--- src/rtl/serial_pair_pkg.sv ---
`default_nettype none
// ============================================================================
// Module   : serial_pair_pkg
// Purpose  : Shared types and constants for the serial pair transmitter.
//            - state_t        : transmitter FSM encoding (IDLE/SEND/DONE)
//            - c_DEFAULT_WIDTH: default word width in bits
//            - cnt_width()    : width of the bit counter for a given WIDTH
// Ports    : none (package)
// Revision : 1.0 - initial release
// ============================================================================
package serial_pair_pkg;

  // Default number of bits per word.
  localparam int c_DEFAULT_WIDTH = 8;

  // Transmitter FSM states, explicitly 2 bits wide.
  typedef enum logic [1:0] {
    IDLE = 2'd0,
    SEND = 2'd1,
    DONE = 2'd2
  } state_t;

  // The counter must be able to hold WIDTH itself (the parity bit slot
  // when parity is enabled), hence WIDTH+1 values.
  function automatic int cnt_width(input int width);
    return $clog2(width + 1);
  endfunction

endpackage : serial_pair_pkg

`default_nettype wire

--- src/rtl/serial_pair_tx_if.sv ---
`default_nettype none
// ============================================================================
// Module   : serial_pair_tx_if
// Purpose  : Valid/ready word-pair handshake into the serial pair transmitter.
// Signals  : in_valid  - word_one/word_two hold a pair to send
//            in_ready  - transmitter can accept a pair
//            word_one  - first word  (WIDTH bits)
//            word_two  - second word (WIDTH bits)
// Modports : master - producer of word pairs
//            slave  - the transmitter
// Revision : 1.0 - initial release
// ============================================================================
interface serial_pair_tx_if
  import serial_pair_pkg::*;
#(
  parameter int WIDTH = c_DEFAULT_WIDTH
) ();

  logic             in_valid;
  logic             in_ready;
  logic [WIDTH-1:0] word_one;
  logic [WIDTH-1:0] word_two;

  modport master (
    output in_valid,
    output word_one,
    output word_two,
    input  in_ready
  );

  modport slave (
    input  in_valid,
    input  word_one,
    input  word_two,
    output in_ready
  );

endinterface : serial_pair_tx_if

`default_nettype wire

--- src/rtl/serial_shift_reg.sv ---
`default_nettype none
// ============================================================================
// Module   : serial_shift_reg
// Purpose  : Load / shift-right register with LSB serial output. Zeros are
//            shifted in, so once every loaded bit has left the register the
//            serial output returns to 0 by itself.
// Macro    : SERIAL_PAIR_PARITY_EN - when defined, an even-parity bit of the
//            loaded word is appended above the MSB and shifted out last.
// Ports    : clk   - rising-edge clock
//            rstn  - asynchronous active-low reset (clears the register)
//            load  - capture din (has priority over shift)
//            shift - shift right by one, zero fill
//            din   - WIDTH-bit word to load
//            sout  - serial output, bit 0 of the register
// Revision : 1.0 - initial release
// ============================================================================
module serial_shift_reg
  import serial_pair_pkg::*;
#(
  parameter int WIDTH = c_DEFAULT_WIDTH
) (
  input  logic             clk,
  input  logic             rstn,
  input  logic             load,
  input  logic             shift,
  input  logic [WIDTH-1:0] din,
  output logic             sout
);

`ifdef SERIAL_PAIR_PARITY_EN
  localparam int c_REG_W = WIDTH + 1;
`else
  localparam int c_REG_W = WIDTH;
`endif

  logic [c_REG_W-1:0] r_data;
  logic [c_REG_W-1:0] w_load_val;

`ifdef SERIAL_PAIR_PARITY_EN
  // Parity sits in the top slot so it follows the MSB onto the line.
  assign w_load_val = {^din, din};
`else
  assign w_load_val = din;
`endif

  always_ff @(posedge clk or negedge rstn) begin
    if (!rstn) begin
      r_data <= '0;
    end else if (load) begin
      r_data <= w_load_val;
    end else if (shift) begin
      r_data <= {1'b0, r_data[c_REG_W-1:1]};
    end
  end

  assign sout = r_data[0];

endmodule : serial_shift_reg

`default_nettype wire

--- src/rtl/serial_pair_tx.sv ---
`default_nettype none
// ============================================================================
// Module   : serial_pair_tx
// Purpose  : Accepts a pair of WIDTH-bit words over a valid/ready handshake
//            and shifts them out LSB-first, one bit per clock, on two
//            parallel serial lines. Frames the burst, pulses done after the
//            last bit and reports whether the two words were equal.
// Macro    : SERIAL_PAIR_PARITY_EN - appends an even-parity bit to each line
//            (SEND lasts WIDTH+1 cycles instead of WIDTH).
// Ports    : clk       - rising-edge clock
//            rstn      - asynchronous active-low reset
//            bus       - serial_pair_tx_if.slave (in_valid, in_ready,
//                        word_one, word_two); in_ready == (state == IDLE)
//            x_out_one - serial line one, registered
//            x_out_two - serial line two, registered
//            frame     - high while a data bit is on the lines, registered
//            done      - one-cycle pulse after the last bit, registered
//            match_all - (word_one == word_two) of the last accepted pair
// Revision : 1.0 - initial release
// ============================================================================
module serial_pair_tx
  import serial_pair_pkg::*;
#(
  parameter int WIDTH = c_DEFAULT_WIDTH
) (
  input  logic             clk,
  input  logic             rstn,
  serial_pair_tx_if.slave  bus,
  output logic             x_out_one,
  output logic             x_out_two,
  output logic             frame,
  output logic             done,
  output logic             match_all
);

  localparam int c_CNT_W = cnt_width(WIDTH);

  // Counter value of the final bit slot of a burst.
`ifdef SERIAL_PAIR_PARITY_EN
  localparam logic [c_CNT_W-1:0] c_LAST = c_CNT_W'(WIDTH);
`else
  localparam logic [c_CNT_W-1:0] c_LAST = c_CNT_W'(WIDTH - 1);
`endif

  state_t               r_state;
  logic [c_CNT_W-1:0]   r_cnt;
  logic                 r_frame;
  logic                 r_done;
  logic                 r_match;

  logic                 w_accept;
  logic                 w_shift;
  logic                 w_sout_one;
  logic                 w_sout_two;

  assign bus.in_ready = (r_state == IDLE);
  assign w_accept     = bus.in_valid && (r_state == IDLE);
  assign w_shift      = (r_state == SEND);

  // --------------------------------------------------------------------------
  // Control FSM. The words are loaded at the accepting edge, so bit 0 is on
  // the lines in the first SEND cycle; each SEND edge advances one bit. The
  // edge that leaves SEND also shifts the last bit out, which leaves both
  // shift registers at zero for DONE and IDLE.
  // --------------------------------------------------------------------------
  always_ff @(posedge clk or negedge rstn) begin
    if (!rstn) begin
      r_state <= IDLE;
      r_cnt   <= '0;
      r_frame <= 1'b0;
      r_done  <= 1'b0;
      r_match <= 1'b0;
    end else begin
      case (r_state)
        IDLE: begin
          r_done <= 1'b0;
          if (w_accept) begin
            r_state <= SEND;
            r_cnt   <= '0;
            r_frame <= 1'b1;
            r_match <= (bus.word_one == bus.word_two);
          end
        end

        SEND: begin
          if (r_cnt == c_LAST) begin
            // Counter parks at the last slot; it is cleared on the next accept.
            r_state <= DONE;
            r_frame <= 1'b0;
            r_done  <= 1'b1;
          end else begin
            r_cnt <= r_cnt + 1'b1;
          end
        end

        DONE: begin
          r_state <= IDLE;
          r_done  <= 1'b0;
        end

        default: begin
          r_state <= IDLE;
          r_frame <= 1'b0;
          r_done  <= 1'b0;
        end
      endcase
    end
  end

  // --------------------------------------------------------------------------
  // One shift register per line.
  // --------------------------------------------------------------------------
  serial_shift_reg #(
    .WIDTH (WIDTH)
  ) u_shift_one (
    .clk   (clk),
    .rstn  (rstn),
    .load  (w_accept),
    .shift (w_shift),
    .din   (bus.word_one),
    .sout  (w_sout_one)
  );

  serial_shift_reg #(
    .WIDTH (WIDTH)
  ) u_shift_two (
    .clk   (clk),
    .rstn  (rstn),
    .load  (w_accept),
    .shift (w_shift),
    .din   (bus.word_two),
    .sout  (w_sout_two)
  );

  // Shift register LSBs are flop outputs, so the lines are registered.
  assign x_out_one = w_sout_one;
  assign x_out_two = w_sout_two;
  assign frame     = r_frame;
  assign done      = r_done;
  assign match_all = r_match;

endmodule : serial_pair_tx

`default_nettype wire

--- src/flat_wrapper.sv ---
// flat-port wrapper written by rule: the top's interface ports become plain ports
module serial_pair_tx_flat import serial_pair_pkg::*;
#(
  parameter int WIDTH = c_DEFAULT_WIDTH
)
  (clk, rstn, x_out_one, x_out_two, frame, done, match_all, bus_in_valid, bus_word_one, bus_word_two, bus_in_ready);
  serial_pair_tx_if #(.WIDTH(WIDTH)) bus_i ();
  input  logic clk;
  input  logic rstn;
  output logic x_out_one;
  output logic x_out_two;
  output logic frame;
  output logic done;
  output logic match_all;
  input wire logic [$bits(bus_i.in_valid)-1:0] bus_in_valid;
  input wire logic [$bits(bus_i.word_one)-1:0] bus_word_one;
  input wire logic [$bits(bus_i.word_two)-1:0] bus_word_two;
  output wire logic [$bits(bus_i.in_ready)-1:0] bus_in_ready;
  assign bus_i.in_valid = bus_in_valid;
  assign bus_i.word_one = bus_word_one;
  assign bus_i.word_two = bus_word_two;
  assign bus_in_ready = bus_i.in_ready;
  serial_pair_tx #(.WIDTH(WIDTH)) u_core (.clk(clk), .rstn(rstn), .bus(bus_i), .x_out_one(x_out_one), .x_out_two(x_out_two), .frame(frame), .done(done), .match_all(match_all));
endmodule
--- config.mk ---
export PLATFORM = sky130hd
export DESIGN_NAME = serial_pair_tx_flat
export DESIGN_NICKNAME = d
export VERILOG_FILES = /design/src/rtl/serial_pair_pkg.sv /design/src/rtl/serial_pair_tx_if.sv /design/src/rtl/serial_shift_reg.sv /design/src/rtl/serial_pair_tx.sv /design/src/flat_wrapper.sv
export SDC_FILE = /design/constraint.sdc
export NUM_CORES = 1
export LEC_CHECK = 0
export BUFFER_PORTS_ARGS = -buffer_cell sky130_fd_sc_hd__buf_2
export CORE_MARGIN = 3
export CORE_UTILIZATION = 45
export DETAILED_ROUTE_END_ITERATION = 6
export PLACE_DENSITY_LB_ADDON = 0.12
export SYNTH_ARGS = -nofsm -noshare
export SYNTH_HDL_FRONTEND = slang
export SYNTH_SLANG_ARGS = --single-unit
--- constraint.sdc ---
create_clock -name clk -period 1.7 [get_ports clk]
set_input_delay 0.17 -clock clk [delete_from_list [all_inputs] [get_ports clk]]
set_output_delay 0.17 -clock clk [all_outputs]
set_load 0.05 [all_outputs]
==> flow_metrics.py, run 1 <==
metrics = {
    "worst_setup_path": {
        "rr_startpoint": "u_core.r_state[0]$_DFFE_PN0P_",
        "end_kind": "primary output",
        "crit_type": "reg2out",
        "r2r-end": "u_core.u_shift_one.r_data[6]$_DFFE_PN0P_",
        "cp_slowest_stage_delay_ns": 0.40,
        "crit_path_max_fanout": 20,
        "crit_chain": "buf_4 > nor2_1 > buf_2",
        "crit_required_ns": 1.53,
        "crit_path_start_kind": "register",
        "r2r_slack_ns": 0.26,
        "cp.arrival_ns": 1.29,
        "reg2reg_depth": 4,
        "cp_slowest_cell": "dfrtp_1",
    },
    "die": {
        "core_area_mm2": 0.00236,
        "ios": 25,
        "die_y_um": 57.3,
        "die_x_um": 57.3,
        "die-area_mm2": 0.00329,
        "start_util": 0.502,
        "row_count": 17,
    },
    "power": {
        "intPower_uw": 1300,
        "power_density_mw_per_mm2": 1630,
        "p_sw_uw": 948,
        "sequentialPowerShare": 0.432,
        "p_leak_uw": 0.000632,
        "power.combinational.fraction": 0.449,
        "peakVddDrop_uv": 866,
        "swShare": 0.422,
        "clockPowerShare": 0.119,
    },
    "sta": {
        "fin_crit_sh": 0.862,
        "timing.hold.ws_ns": 0.103,
        "finalMaxSlewViolations": 0,
        "worst_pin_slew_ns": 0.664,
        "rsz0062_at_grt": "false",
        "worst_slack_ns": 0.235,
        "finClkSkew_ns": 0.00175,
        "maxSlewHeadroom": 0.557,
        "finalHoldViolCount": 0,
        "max_freq_mhz": 683,
        "finalSetupViolations": 0,
        "min_period_ns": 1.46,
        "tns_ns": 0,
    },
    "routing": {
        "wl_met3_um": 125,
        "highest_layer": "met4",
        "via_count": 941,
        "vias_per_cell": 5.54,
        "ant_nets": 0,
        "wl_met2_mm": 1.19,
        "firstDrtPassIters": 4,
        "wl_met1_mm": 1.21,
        "drc": 0,
        "wl_mm": 2.54,
        "drt_iter0_drc": 30,
        "routedWlPerCell_um": 14.9,
    },
    "synthesis": {
        "syn_nets": 135,
        "yosys-top-cells-area": "dfrtp_1 53%, a22oi_1 8.9%, o21ai_0 6.3%",
        "synth_seq_cells": 25,
        "yosysUniqueCellTypes": 29,
        "synth_largest_area_cell": "dfrtp_1",
        "ys_seq_area_frac": 0.528,
        "yosys_warnings": 0,
        "syn_inst": 115,
        "synth_top_area_share": 0.528,
        "syn_area_mm2": 0.00118,
        "avgSynthCellArea_um2": 10.3,
    },
    "global_route": {
        "grt_pass1_vias": 894,
        "grt.overflow.total": 0,
        "gr-usage-all-layers": 0.171,
        "grt_max_degree": 26,
        "antenna_found_initial": 0,
        "grt_pass1_wl_mm": 4.37,
    },
    "finish": {
        "fillers": 217,
        "final_common_cell": "dfrtp_1",
        "n_antenna_cell": 0,
        "syn_to_final_growth_pct": 16.3,
        "layout-drive-gt1-share": 0.246,
        "final_cell_count_no_fill": 170,
        "seqCellArea_um2": 626,
        "multi_input_area_um2": 527,
        "layout_common_cells": "25 x dfrtp_1, 24 x buf_2, 16 x nand2_1",
        "final_util": 0.583,
        "fin_nets": 163,
    },
    "min_path": {
        "min_path_type": "in2reg",
        "whs_endpoint": "u_core.u_shift_two.r_data[7]$_DFFE_PN0P_",
        "hold_start": "bus_word_two[7]",
        "hold_path_depth": 2,
    },
    "clock_network": {
        "cts_tree": "yes",
        "clock_path_buffers": 2,
        "path_clk_slew_ns": 0.13,
        "numClockSinks": 25,
        "htreeDepth": 1,
        "cts-root-buf": "clkbuf_4",
        "clk_latency_ns": 0.32,
        "numCtsBuffers": 3,
        "cts_setup_buffers": 0,
    },
    "place": {
        "dp.cells": 165,
        "dp_slack_ns": 0.294,
        "dp_hpwl_mm": 1.83,
        "portBuffers": 24,
        "place.gp.congestion": 0.780,
    },
    "flow_run": {
        "maxCapViolCount": 0,
    },
    "outcome": {
        "outcome": "complete, no violations",
    },
}
## cells in the mapped netlist
cell,instances
a21oi_1,3
a22o_1,2
a22oi_1,14
a311o_1,1
a31o_2,1
a41o_1,1
and3_1,1
and3_4,1
and3b_1,1
buf_2,5
clkbuf_1,1
dfrtp_1,25
ha_1,1
inv_1,1
mux2i_1,1
nand2_1,16
nand2b_1,1
nand3_1,1
nand3b_1,1
nand4_1,2
nor2_1,5
nor2b_1,2
nor3b_1,1
nor4_1,1
o21ai_0,15
o21bai_2,1
o31ai_1,1
or3b_4,1
xnor2_1,8
## power by group through the flow
stage,Sequential [µW],Combinational (µW),Clock [µW]
4_1_cts,970,1020,281
2_1_floorplan,1100,620,0
5_1_grt,1000,1120,309
6_report,970,1010,267
3_3_place_gp,975,1000,0
3_5_place_dp,983,1020,0
## worst max path at each step
| stage | start | to | slack, ns |
|---|---|---|---|
| finish | u_core.r_state[1]$_DFFE_PN0P_ | bus_in_ready | 0.24 |
| global route | u_core.r_state[1]$_DFFE_PN0P_ | bus_in_ready | 0.11 |
| detailed placement | u_core.r_state[0]$_DFFE_PN0P_ | u_core.u_shift_one.r_data[7]$_DFFE_PN0P_ | 0.29 |
| global placement | u_core.r_state[1]$_DFFE_PN0P_ | u_core.r_cnt[3]$_DFFE_PN0P_ | 0.34 |
| CTS | u_core.r_state[1]$_DFFE_PN0P_ | bus_in_ready | 0.21 |
| floorplan | u_core.r_state[0]$_DFFE_PN0P_ | bus_in_ready | 0.15 |
## worst max-delay path: cells and delay by family, from the launching register on
family / cells / cell delay (ns)
buf+inv: 2 / 0.46
simple gates: 1 / 0.11
flops: 1 / 0.40
## layout make-up
class	count	share of cell area
Sequential cell	25	0.454
Multi-Input combinational cell	83	0.382
Timing Repair Buffer	29	0.116
Tap cell	28	0.0254
Clock buffer	4	0.0191
Inverter	1	0.00272
## repair_timing
action                                  4_1_cts  5_1_grt
endpoints found under the setup margin        0        0
hold buffers                                  1        0
gates resized for setup                       0        0
endpoints found under the hold margin        25        0
## state kept, by name, summed over array words and instances, names as in the netlist
name / flops
u_core.frame: 1
u_core.u_shift_two.r_data: 8
u_core.r_cnt: 4
u_core.done: 1
u_core.r_state: 2
u_core.u_shift_one.r_data: 8
u_core.match_all: 1
## logic make-up after synthesis
kind of cell    count (synthesis)  synth area share
flops                          25             0.528
compound gates                 39             0.220
buf+inv                         7            0.0274
fa+ha+maj                       1            0.0106
xor+xnor                        8            0.0591
simple gates                   34             0.147
mux                             1           0.00845
## per-stage QoR
stage	cell area [µm²]	total power, µW
6_report	1380	2240
5_1_grt	1380	2430
4_1_cts	1380	2270
3_5_place_dp	1340	2000
3_3_place_gp	1340	1980
2_1_floorplan	1180	1720
## metal layers
layer,vias to the layer above,global-route usage
met5,-,0
met4,0,0.0397
met3,4,0.0475
met2,22,0.264
met1,446,0.239
li1,469,-
Power figures use the tool's default switching activity.
==> inputs of run 2 (changes only) <==
PLACE_DENSITY = 0.67   (was not set)
PLACE_DENSITY_LB_ADDON = not set   (was 0.12)
==> run 2 against run 1 <==
Register-to-register slack worse by 0.02 ns. Routed wire length up 0.16%. Worst hold slack worse by 0.0022 ns. Sequential share of layout area unchanged. Clock-buffer cell count unchanged. Clock power down 1%. Non-clock buffer count unchanged. Utilization unchanged. Die area unchanged. Largest cell class unchanged. Largest power group unchanged.
==> flow_metrics.py, run 2 (synthesis results as in run 1) <==
metrics = {
    "outcome": {
        "outcome": "complete, no violations",
    },
    "sta": {
        "fin_crit_sh": 0.865,
        "maxSlewHeadroom": 0.559,
        "finalHoldViolCount": 0,
        "rsz0062_at_grt": "false",
        "max_freq_mhz": 680,
        "finClkSkew_ns": 0.00391,
        "min_period_ns": 1.47,
        "worst_pin_slew_ns": 0.662,
        "finalSetupViolations": 0,
        "tns_ns": 0,
        "finalMaxSlewViolations": 0,
    },
    "clock_network": {
        "numClockSinks": 25,
        "cts_setup_buffers": 0,
        "cts-root-buf": "clkbuf_4",
        "numCtsBuffers": 3,
        "path_clk_slew_ns": 0.13,
        "clk_latency_ns": 0.31,
        "clock_path_buffers": 2,
        "cts_tree": "yes",
        "cts.repair.resized": 0,
        "htreeDepth": 1,
    },
    "die": {
        "ios": 25,
        "row_count": 17,
        "die-area_mm2": 0.00329,
        "die_x_um": 57.3,
        "core_area_mm2": 0.00236,
        "start_util": 0.502,
        "die_y_um": 57.3,
    },
    "finish": {
        "final_common_cell": "dfrtp_1",
        "layout_common_cells": "25 x dfrtp_1, 24 x buf_2, 16 x nand2_1",
        "n_antenna_cell": 0,
        "fin_nets": 163,
        "layout-drive-gt1-share": 0.246,
        "top_regs": "u_core.u_shift_one.r_data (8), u_core.u_shift_two.r_data (8), u_core.r_cnt (4)",
        "fillers": 199,
        "syn_to_final_growth_pct": 16.3,
        "final_util": 0.583,
    },
    "routing": {
        "wl_met3_um": 143,
        "wl_met2_mm": 1.15,
        "drt_iter0_drc": 28,
        "drc": 0,
        "wl_met1_mm": 1.23,
        "routedWlPerCell_um": 15.0,
        "vias_per_cell": 5.68,
        "highest_layer": "met4",
        "via_count": 966,
        "firstDrtPassIters": 4,
        "ant_nets": 0,
        "wl_mm": 2.55,
    },
    "power": {
        "p_leak_uw": 0.000632,
        "sequentialPowerShare": 0.437,
        "peakVddDrop_uv": 962,
        "p_sw_uw": 959,
        "intPower_uw": 1300,
        "power_density_mw_per_mm2": 1640,
        "power.combinational.fraction": 0.446,
        "clockPowerShare": 0.117,
        "swShare": 0.425,
    },
    "worst_setup_path": {
        "crit_chain": "buf_4 > nor2_1 > buf_2",
        "r2r-end": "u_core.u_shift_two.r_data[1]$_DFFE_PN0P_",
        "r2r_slack_ns": 0.24,
        "cp_top_family": "buffers and inverters",
        "cp_slowest_cell": "dfrtp_1",
        "end_kind": "primary output",
        "crit_path_start_kind": "register",
        "cp_slowest_stage_delay_ns": 0.44,
        "crit_path_max_fanout": 14,
        "crit_required_ns": 1.53,
        "rr_startpoint": "u_core.r_state[0]$_DFFE_PN0P_",
        "crit_type": "reg2out",
        "path_buf_inv": 2,
        "reg2reg_depth": 4,
        "cp.arrival_ns": 1.30,
    },
    "min_path": {
        "hold_start": "bus_word_two[7]",
        "whs_endpoint": "u_core.u_shift_two.r_data[7]$_DFFE_PN0P_",
        "hold_path_depth": 2,
        "min_path_type": "in2reg",
    },
    "flow_run": {
        "maxCapViolCount": 0,
    },
    "global_route": {
        "grt_max_degree": 26,
        "gr-usage-all-layers": 0.171,
        "grt_pass1_wl_mm": 4.51,
        "grt_pass1_vias": 984,
        "grt.overflow.total": 0,
        "antenna_found_initial": 0,
    },
    "place": {
        "dp_hpwl_mm": 1.88,
        "portBuffers": 24,
        "place.gp.congestion": 0.821,
    },
}
==> run 2: cell counts in the layout (fill, tap and decap cells not counted) <==
Identical to the previous run, type by type.
==> run 2: repair_timing <==
| item | 4_1_cts | 5_1_grt |
|---|---|---|
| hold buffers | 1 | 0 |
| endpoints found under the setup margin | 0 | 0 |
| endpoints found under the hold margin | 25 | 0 |
==> run 2: final cells by class <==
type / count / area, µm² / area share
timing repair buffer: 29 / 160 / 0.116
sequential: 25 / 626 / 0.454
clock buffer: 4 / 26.3 / 0.0191
multi-input combinational: 83 / 527 / 0.382
tap: 28 / 35.0 / 0.0254
inverter: 1 / 3.75 / 0.00272
==> run 2: per-layer routing <==
layer | global-route usage | vias to the layer above
li1 | - | 472
met1 | 0.255 | 471
met2 | 0.253 | 21
met3 | 0.0339 | 2
met4 | 0.0497 | 0
met5 | 0 | -
==> run 2: worst max-delay path by stage <==
stage,from,endpoint,slack (ns),depth (start not counted)
floorplan,u_core.r_state[0]$_DFFE_PN0P_,bus_in_ready,0.15,3
global placement,u_core.r_state[0]$_DFFE_PN0P_,u_core.u_shift_two.r_data[6]$_DFFE_PN0P_,0.31,4
detailed placement,u_core.r_state[0]$_DFFE_PN0P_,u_core.u_shift_two.r_data[1]$_DFFE_PN0P_,0.27,4
CTS,u_core.r_state[0]$_DFFE_PN0P_,bus_in_ready,0.22,3
global route,u_core.r_state[0]$_DFFE_PN0P_,u_core.u_shift_one.r_data[1]$_DFFE_PN0P_,0.05,4
finish,u_core.r_state[0]$_DFFE_PN0P_,bus_in_ready,0.23,3
==> run 2: power groups by stage <==
stage	logic [µW]	clock network, µW	registers [µW]
3_5_place_dp	1010	0	998
4_1_cts	1010	273	984
5_1_grt	1140	288	1020
6_report	1010	263	985
2_1_floorplan	620	0	1100
3_3_place_gp	995	0	983
==> run 2: through the flow <==
step / area [µm²] / power, µW / setup slack (ns) / hold slack [ns] / cells
floorplan: 1180 / 1720 / 0.148 / -0.126 / 115
global placement: 1340 / 1980 / 0.309 / 0.192 / 165
detailed placement: 1340 / 2010 / 0.267 / 0.197 / 165
CTS: 1380 / 2270 / 0.215 / 0.0954 / 170
global route: 1380 / 2450 / 0.0508 / 0.104 / 170
finish: 1380 / 2250 / 0.230 / 0.101 / 170
==> inputs of run 3 (changes only) <==
REMOVE_ABC_BUFFERS = 1   (was not set)
==> run 3 against run 2 <==
Die area stayed put. Clock-buffer cell count stayed put. Utilization is 1.8 points higher. Routed wire length is 5.4% higher. Final cell count is 2.4% higher. Total power is 3.6% higher. First-iteration DRC count is 7.1% lower. Design area is 3.1% higher. Via count is 3.0% higher. Sequential share of layout area is 1.4 points lower. Clock power is 2% lower. Largest power group unchanged.
==> flow_metrics.py, run 3 (synthesis results as in run 1) <==
metrics = {
    "die": {
        "start_util": 0.502,
        "core_area_mm2": 0.00236,
        "die_y_um": 57.3,
        "ios": 25,
        "row_count": 17,
        "die_x_um": 57.3,
        "die-area_mm2": 0.00329,
    },
    "power": {
        "p_sw_uw": 980,
        "power_density_mw_per_mm2": 1640,
        "clockPowerShare": 0.110,
        "p_total_uw": 2340,
        "swShare": 0.420,
        "p_leak_uw": 0.000656,
        "intPower_uw": 1360,
        "power.combinational.fraction": 0.467,
        "sequentialPowerShare": 0.423,
        "peakVddDrop_uv": 947,
    },
    "sta": {
        "min_period_ns": 1.47,
        "rsz0062_at_grt": "false",
        "fin_crit_sh": 0.866,
        "worst_pin_slew_ns": 0.549,
        "maxSlewHeadroom": 0.634,
        "finalSetupViolations": 0,
        "tns_ns": 0,
        "worst_slack_ns": 0.228,
        "finalMaxSlewViolations": 0,
        "finalHoldViolCount": 0,
        "max_freq_mhz": 679,
        "finClkSkew_ns": 0.00362,
    },
    "worst_setup_path": {
        "crit_path_max_fanout": 9,
        "crit_type": "reg2out",
        "cp_slowest_stage_delay_ns": 0.46,
        "crit_required_ns": 1.53,
        "cp_slowest_cell": "dfrtp_1",
        "cp.arrival_ns": 1.30,
        "cp.depth": 3,
        "crit_chain": "buf_4 > nor2_1 > buf_2",
        "cp_top_family": "flip-flops",
        "reg2reg_depth": 3,
        "crit_path_start_kind": "register",
        "path_buf_inv": 2,
        "end_kind": "primary output",
    },
    "routing": {
        "routedWlPerCell_um": 15.4,
        "drc": 0,
        "firstDrtPassIters": 4,
        "via_count": 995,
        "wl_mm": 2.68,
        "vias_per_cell": 5.72,
        "ant_nets": 0,
        "drt_iter0_drc": 26,
    },
    "finish": {
        "layout_common_cells": "25 x dfrtp_1, 24 x buf_2, 16 x nand2_1",
        "fillers": 216,
        "n_antenna_cell": 0,
        "design_area_mm2": 0.00142,
        "top_regs": "u_core.u_shift_one.r_data (8), u_core.u_shift_two.r_data (8), u_core.r_cnt (4)",
        "final_common_cell": "dfrtp_1",
        "fin_nets": 167,
        "layout-drive-gt1-share": 0.267,
        "final_util": 0.601,
        "syn_to_final_growth_pct": 19.9,
    },
    "place": {
        "place_area_mm2": 0.00138,
        "portBuffers": 24,
        "dp_slack_ns": 0.249,
        "place.gp.congestion": 0.824,
        "dp_hpwl_mm": 2.10,
    },
    "global_route": {
        "antenna_found_initial": 0,
        "grt_pass1_vias": 1000,
        "grt_pass1_wl_mm": 4.44,
        "gr-usage-all-layers": 0.173,
        "grt.overflow.total": 0,
        "grt_max_degree": 26,
    },
    "clock_network": {
        "cts-root-buf": "clkbuf_4",
        "cts_setup_buffers": 0,
        "numCtsBuffers": 3,
        "cts_tree": "yes",
        "clock_path_buffers": 2,
        "hold_buffers": 1,
        "htreeDepth": 1,
        "numClockSinks": 25,
        "cts.repair.resized": 0,
        "clk_latency_ns": 0.31,
        "path_clk_slew_ns": 0.12,
    },
    "flow_run": {
        "maxCapViolCount": 0,
    },
    "outcome": {
        "outcome": "complete, no violations",
    },
    "min_path": {
        "hold_path_depth": 2,
        "min_path_type": "in2reg",
    },
}
[run 3: cell types whose count changed in the layout (fill, tap and decap cells not counted), sizes merged]
cell,before,now
buf,28,32
[run 3: power by group through the flow]
stage	Clock (µW)	Combinational (µW)	Sequential, µW
6_report	258	1090	988
5_1_grt	295	1200	1020
4_1_cts	274	1100	989
3_5_place_dp	0	1100	1000
3_3_place_gp	0	1070	984
2_1_floorplan	0	533	1150
[run 3: worst register-to-register path, stage by stage (launching register included)]
cell     delay (ns)
dfrtp_1        0.46
or3b_4         0.45
and3_4         0.19
a311o_1        0.27
[run 3: final cells by class]
type,instances,area (µm²),area share
tap,28,35.0,0.0247
clock buffer,4,26.3,0.0185
multi-input combinational,83,527,0.371
timing repair buffer,33,203,0.143
inverter,1,3.75,0.00264
sequential,25,626,0.441
[run 3: worst paths after layout]
kind / from / end / slack, ns
min: bus_word_two[7] / u_core.u_shift_two.r_data[7]$_DFFE_PN0P_ / 0.11
max: u_core.r_state[1]$_DFFE_PN0P_ / bus_in_ready / 0.23
min in group asynchronous: rstn / u_core.u_shift_one.r_data[0]$_DFFE_PN0P_ / 0.35
max reg2reg: u_core.r_state[1]$_DFFE_PN0P_ / u_core.r_cnt[3]$_DFFE_PN0P_ / 0.24
min reg2reg: u_core.u_shift_two.r_data[0]$_DFFE_PN0P_ / u_core.u_shift_two.r_data[0]$_DFFE_PN0P_ / 0.50
max in group asynchronous: rstn / u_core.frame$_DFFE_PN0P_ / 0.97
[run 3: per-stage QoR]
step,instances,hold slack [ns]
2_1_floorplan,109,-0.126
3_3_place_gp,169,0.194
3_5_place_dp,169,0.196
4_1_cts,174,0.0901
5_1_grt,174,0.0785
6_report,174,0.106
[run 3: per-layer routing]
layer | up-vias | wire, µm | global-route usage
li1 | 480 | - | -
met1 | 485 | 1200 | 0.220
met4 | 0 | 31 | 0.0298
met5 | - | 0 | 0
met2 | 26 | 1320 | 0.302
met3 | 4 | 133 | 0.0430
